==> config.mk <==
export PLATFORM = sky130hd
export DESIGN_NAME = par_circ_buffer
export DESIGN_NICKNAME = d
export VERILOG_FILES = /design/src/rtl/par_circ_buffer.sv
export SDC_FILE = /design/constraint.sdc
export NUM_CORES = 1
export LEC_CHECK = 0
export CORE_UTILIZATION = 33
export DETAILED_ROUTE_END_ITERATION = 10
export GPL_TIMING_DRIVEN = 1
export SYNTH_ARGS = -nofsm -noshare
export SYNTH_HDL_FRONTEND = slang
export SYNTH_SLANG_ARGS = --single-unit
==> constraint.sdc <==
create_clock -name clk -period 5.6 [get_ports clk]
set_clock_uncertainty 0.1 [all_clocks]
set_input_delay 0.84 -clock clk [delete_from_list [all_inputs] [get_ports clk]]
set_output_delay 0.84 -clock clk [all_outputs]
set_load 0.03 [all_outputs]
==> src/rtl/par_circ_buffer.sv <==
// Circular buffer that takes PAR_WRITE elements per write and gives PAR_READ elements per read.
// Optional sticky ovf_err/udf_err outputs are enabled by defining PAR_CIRC_BUFFER_STATUS_EN.
module par_circ_buffer #(
    parameter int SIZE        = 16,
    parameter int MEM_SIZE    = 16,
    parameter int PAR_WRITE   = 4,
    parameter int PAR_READ    = 2,
    parameter int ADDRES_SIZE = $clog2(MEM_SIZE)
) (
    input  logic                      clk,
    input  logic                      rst_n,
    input  logic                      flush,
    input  logic                      wvalid,
    output logic                      wready,
    input  logic [SIZE*PAR_WRITE-1:0] din,
    output logic                      rvalid,
    input  logic                      rready,
    output logic [SIZE*PAR_READ-1:0]  dout,
    output logic [ADDRES_SIZE:0]      level
`ifdef PAR_CIRC_BUFFER_STATUS_EN
    ,
    output logic                      ovf_err,
    output logic                      udf_err
`endif
);

    localparam int LW = ADDRES_SIZE + 1;
    localparam logic [ADDRES_SIZE-1:0] PW_A     = ADDRES_SIZE'(PAR_WRITE);
    localparam logic [ADDRES_SIZE-1:0] PR_A     = ADDRES_SIZE'(PAR_READ);
    localparam logic [LW-1:0]          PW_L     = LW'(PAR_WRITE);
    localparam logic [LW-1:0]          PR_L     = LW'(PAR_READ);
    localparam logic [LW-1:0]          WR_LIMIT = LW'(MEM_SIZE - PAR_WRITE);

    logic [SIZE-1:0]        mem [MEM_SIZE];
    logic [ADDRES_SIZE-1:0] wptr;
    logic [ADDRES_SIZE-1:0] rptr;
    logic                   push;
    logic                   pop;

    // Handshake: a transfer happens on a rising edge where valid and ready are both
    // high; ready/valid depend only on the registered level, never on the other side.
    assign wready = (level <= WR_LIMIT);
    assign rvalid = (level >= PR_L);
    assign push   = wvalid && wready && !flush;
    assign pop    = rready && rvalid && !flush;

    always_ff @(posedge clk or negedge rst_n) begin
        if (!rst_n) begin
            wptr  <= '0;
            rptr  <= '0;
            level <= '0;
        end else if (flush) begin
            wptr  <= '0;
            rptr  <= '0;
            level <= '0;
        end else begin
            if (push) wptr <= wptr + PW_A;
            if (pop)  rptr <= rptr + PR_A;
            level <= level + (push ? PW_L : '0) - (pop ? PR_L : '0);
        end
    end

    // Storage is never reset; the rst_n term drops a write seen while reset is held.
    always_ff @(posedge clk) begin
        if (push && rst_n) begin
            for (int k = 0; k < PAR_WRITE; k++) begin
                mem[wptr + ADDRES_SIZE'(k)] <= din[k*SIZE +: SIZE];
            end
        end
    end

    always_comb begin
        dout = '0;
        if (rvalid) begin
            for (int i = 0; i < PAR_READ; i++) begin
                dout[i*SIZE +: SIZE] = mem[rptr + ADDRES_SIZE'(i)];
            end
        end
    end

`ifdef PAR_CIRC_BUFFER_STATUS_EN
    always_ff @(posedge clk or negedge rst_n) begin
        if (!rst_n) begin
            ovf_err <= 1'b0;
            udf_err <= 1'b0;
        end else if (flush) begin
            ovf_err <= 1'b0;
            udf_err <= 1'b0;
        end else begin
            if (wvalid && !wready) ovf_err <= 1'b1;
            if (rready && !rvalid) udf_err <= 1'b1;
        end
    end
`endif

endmodule
==> results.json <==
{
  "cts_made_buffers": 29,
  "yosys.area_share.simple_pct": 0.879,
  "via_per_inst": 5.01,
  "routed_wl_um": 31000,
  "cts.sinks": 265,
  "worst_slew_pin_slew_ps": 1140,
  "synthAdderAreaFrac_pct": 1.35,
  "coreArea_mm2": 0.0401,
  "portBuffers": 106,
  "wl_per_cell_um": 23.3,
  "ys_types": 31,
  "synth_xor_area_share_pct": 0.0648,
  "worst_slack_ps": 1030,
  "hpwl_um": 19600,
  "area_growth_pct": 18.0,
  "clock.fmax_mhz": 219,
  "drc": 0,
  "yosysWarnings": 0,
  "critical_path_class": "flop to output port",
  "syn_area_per_cell_um2": 19.1,
  "setup_viol": 0,
  "ctsHoldBuffers": 0,
  "syn_inst": 708,
  "rows": 73,
  "final_hold_viol_count": 0,
  "clock_latency_ps": 550,
  "synth_top_family_by_area": "multiplexers",
  "vias": 6677,
  "arrival_ps": 3630,
  "min_period_ps": 4570,
  "cts_setup_buffers": 0,
  "hold_class": "flop to flop",
  "cts_tree": "built",
  "die_y_um": 204,
  "path_max_fanout": 21,
  "antenna_found_initial": 1,
  "start_kind": "flop",
  "dp_worst_setup_slack_ps": 1350,
  "worstSetupEndpointType": "output port",
  "yosysSeqAreaShare_pct": 58.5,
  "peakVddDrop_uv": 251,
  "nets": 870,
  "cts_resized": 0,
  "synth_compound_area_share_pct": 3.41,
  "io_pins": 108,
  "ant_nets": 0,
  "place_congestion": 0.733,
  "syn-cell-area_mm2": 0.0135,
  "fp.dieW_um": 204,
  "worst_slew_margin_rel_pct": 24.0,
  "min_period_over_period_pct": 81.5,
  "clk_path_buf_depth": 3,
  "maxCapViolations": 0,
  "finalSetupTns_ps": 0,
  "slew_viol_final": 0,
  "path_clk_slew_ps": 60,
  "initial_core_util_pct": 33.7,
  "p_leak_uw": 0.00599,
  "grt_pass1_wl_um": 46500,
  "grt-ovfl-total": 0,
  "rsz0062_at_grt": "false",
  "die-area_mm2": 0.0418,
  "synth_nets": 791,
  "drive_above_1_share_pct": 40.6,
  "power_density_mw_per_mm2": 389,
  "grt_max_degree": 46,
  "track_usage_pct": 15.0,
  "ys_ff_latch": 265,
  "synthMuxAreaShare_pct": 31.7,
  "cp.required_ps": 4660,
  "grt_pass1_vias": 7112,
  "h-tree-depth": 1,
  "firstDrtPassIters": 4,
  "clockRootBuffer": "clkbuf_16",
  "drt_iter0_markers": 541,
  "status": "finished clean"
}
-- synth_stat cells, drive strengths merged --
master  instances  share of area (%)
fa              1               0.15
ha             13                1.2
a2111o          1              0.083
buf            31                2.2
inv            21               0.58
mux2          195                 21
dfrtp           9                1.7
a22o           32                2.1
a21o            1              0.056
nand2           3               0.10
o311ai          1              0.065
a21boi          1              0.056
nand2b          6               0.28
edfxtp        256                 57
o211a           1              0.074
mux2i           2               0.15
o21ai           1              0.037
a211o           1              0.065
xnor2           1              0.065
nor2            8               0.22
conb            1              0.028
o211ai          5               0.79
mux4           64                 11
and4bb          1              0.093
clkbuf         45                1.2
nor2b           4               0.19
a21oi           3               0.11
-- final timing paths --
check	slack, ps	start	cells after the start	end
worst max-delay path	1030	level[4]	7	dout[17]
worst min-delay path	500	wptr[3]	2	wptr[3]
worst max register to register	2300	level[1]	4	mem[15][7]
worst min register to register	500	wptr[3]	2	wptr[3]
max in group asynchronous	4540	rst_n	1	rptr[1]
min in group asynchronous	510	rst_n	1	rptr[3]
-- cells by family after synthesis --
group | count (synthesis)
flip-flops | 265
adder cells (fa/ha/maj) | 14
XOR/XNOR | 1
other | 1
AND/OR/NAND/NOR | 22
multiplexers | 261
AO/OA/AOI/OAI | 47
buffers and inverters | 97
-- metrics by stage --
step                util, %  hold slack [ps]  instance area [um^2]  std cells  total power, uW
global placement       37.3              484                 15000       1281             4290
floorplan                 -              444                 13500        708             3590
detailed placement     37.3              490                 15000       1281             4290
CTS                    39.8              504                 15900       1333             6280
global route           39.8              525                 15900       1333             6450
finish                 39.8              501                 15900       1334             6210
-- flip-flops by register name, indices dropped and copies added, names as in the netlist --
name and flops:
wptr 2, level 4, rptr 3, mem 256
-- routing by layer --
metal  part of all wire, %  GRT usage, %  vias up
li1                      -             -     2969
met1                    46          20.8     3537
met2                    48          24.8      142
met3                   4.4          2.42       29
met4                   1.5          2.83        0
met5                     0             0        -
-- layout make-up --
type / instances / area [um^2]
Fill cell: 3590 / 24100
Sequential cell: 265 / 7920
Multi-Input combinational cell: 346 / 5090
Timing Repair Buffer: 124 / 1220
Clock buffer: 33 / 741
Tap cell: 525 / 657
Clock inverter: 19 / 243
Inverter: 21 / 78.8
Antenna cell: 1 / 2.50
-- power by group --
group / total [uW] / leakage [uW] / internal, uW / switching (uW)
Sequential: 2350 / 0.00243 / 2260 / 88.8
Clock: 1990 / 0.000478 / 1220 / 770
Combinational: 1870 / 0.00308 / 889 / 982
Total: 6210 / 0.00599 / 4370 / 1840
-- layout by cell type, fill, tap and decap left out, types with 2 or more instances in the layout --
cell type        instances
clkinv_2                 4
clkbuf_1                 4
bufinv_16                6
dfrtp_1                  7
mux2_2                  26
ha_1                    13
clkdlybuf4s50_1        106
o211ai_4                 5
clkinv_1                 7
a21oi_4                  2
nor2_1                   8
nand2b_1                 6
inv_1                   21
mux4_2                  64
clkbuf_16               29
nor2b_1                  4
buf_4                   16
mux2_4                 169
a22o_1                  32
edfxtp_1               256
mux2i_1                  2
nand2_1                  2
buf_12                   2
-- worst max-delay path, cell delays in order (launching register included) --
cell	delay (ps)
dfrtp_1	400
inv_1	120
ha_1	150
o21ai_0	320
a21oi_4	840
buf_4	350
a22o_1	190
clkdlybuf4s50_1	690
Power figures use the tool's default switching activity.
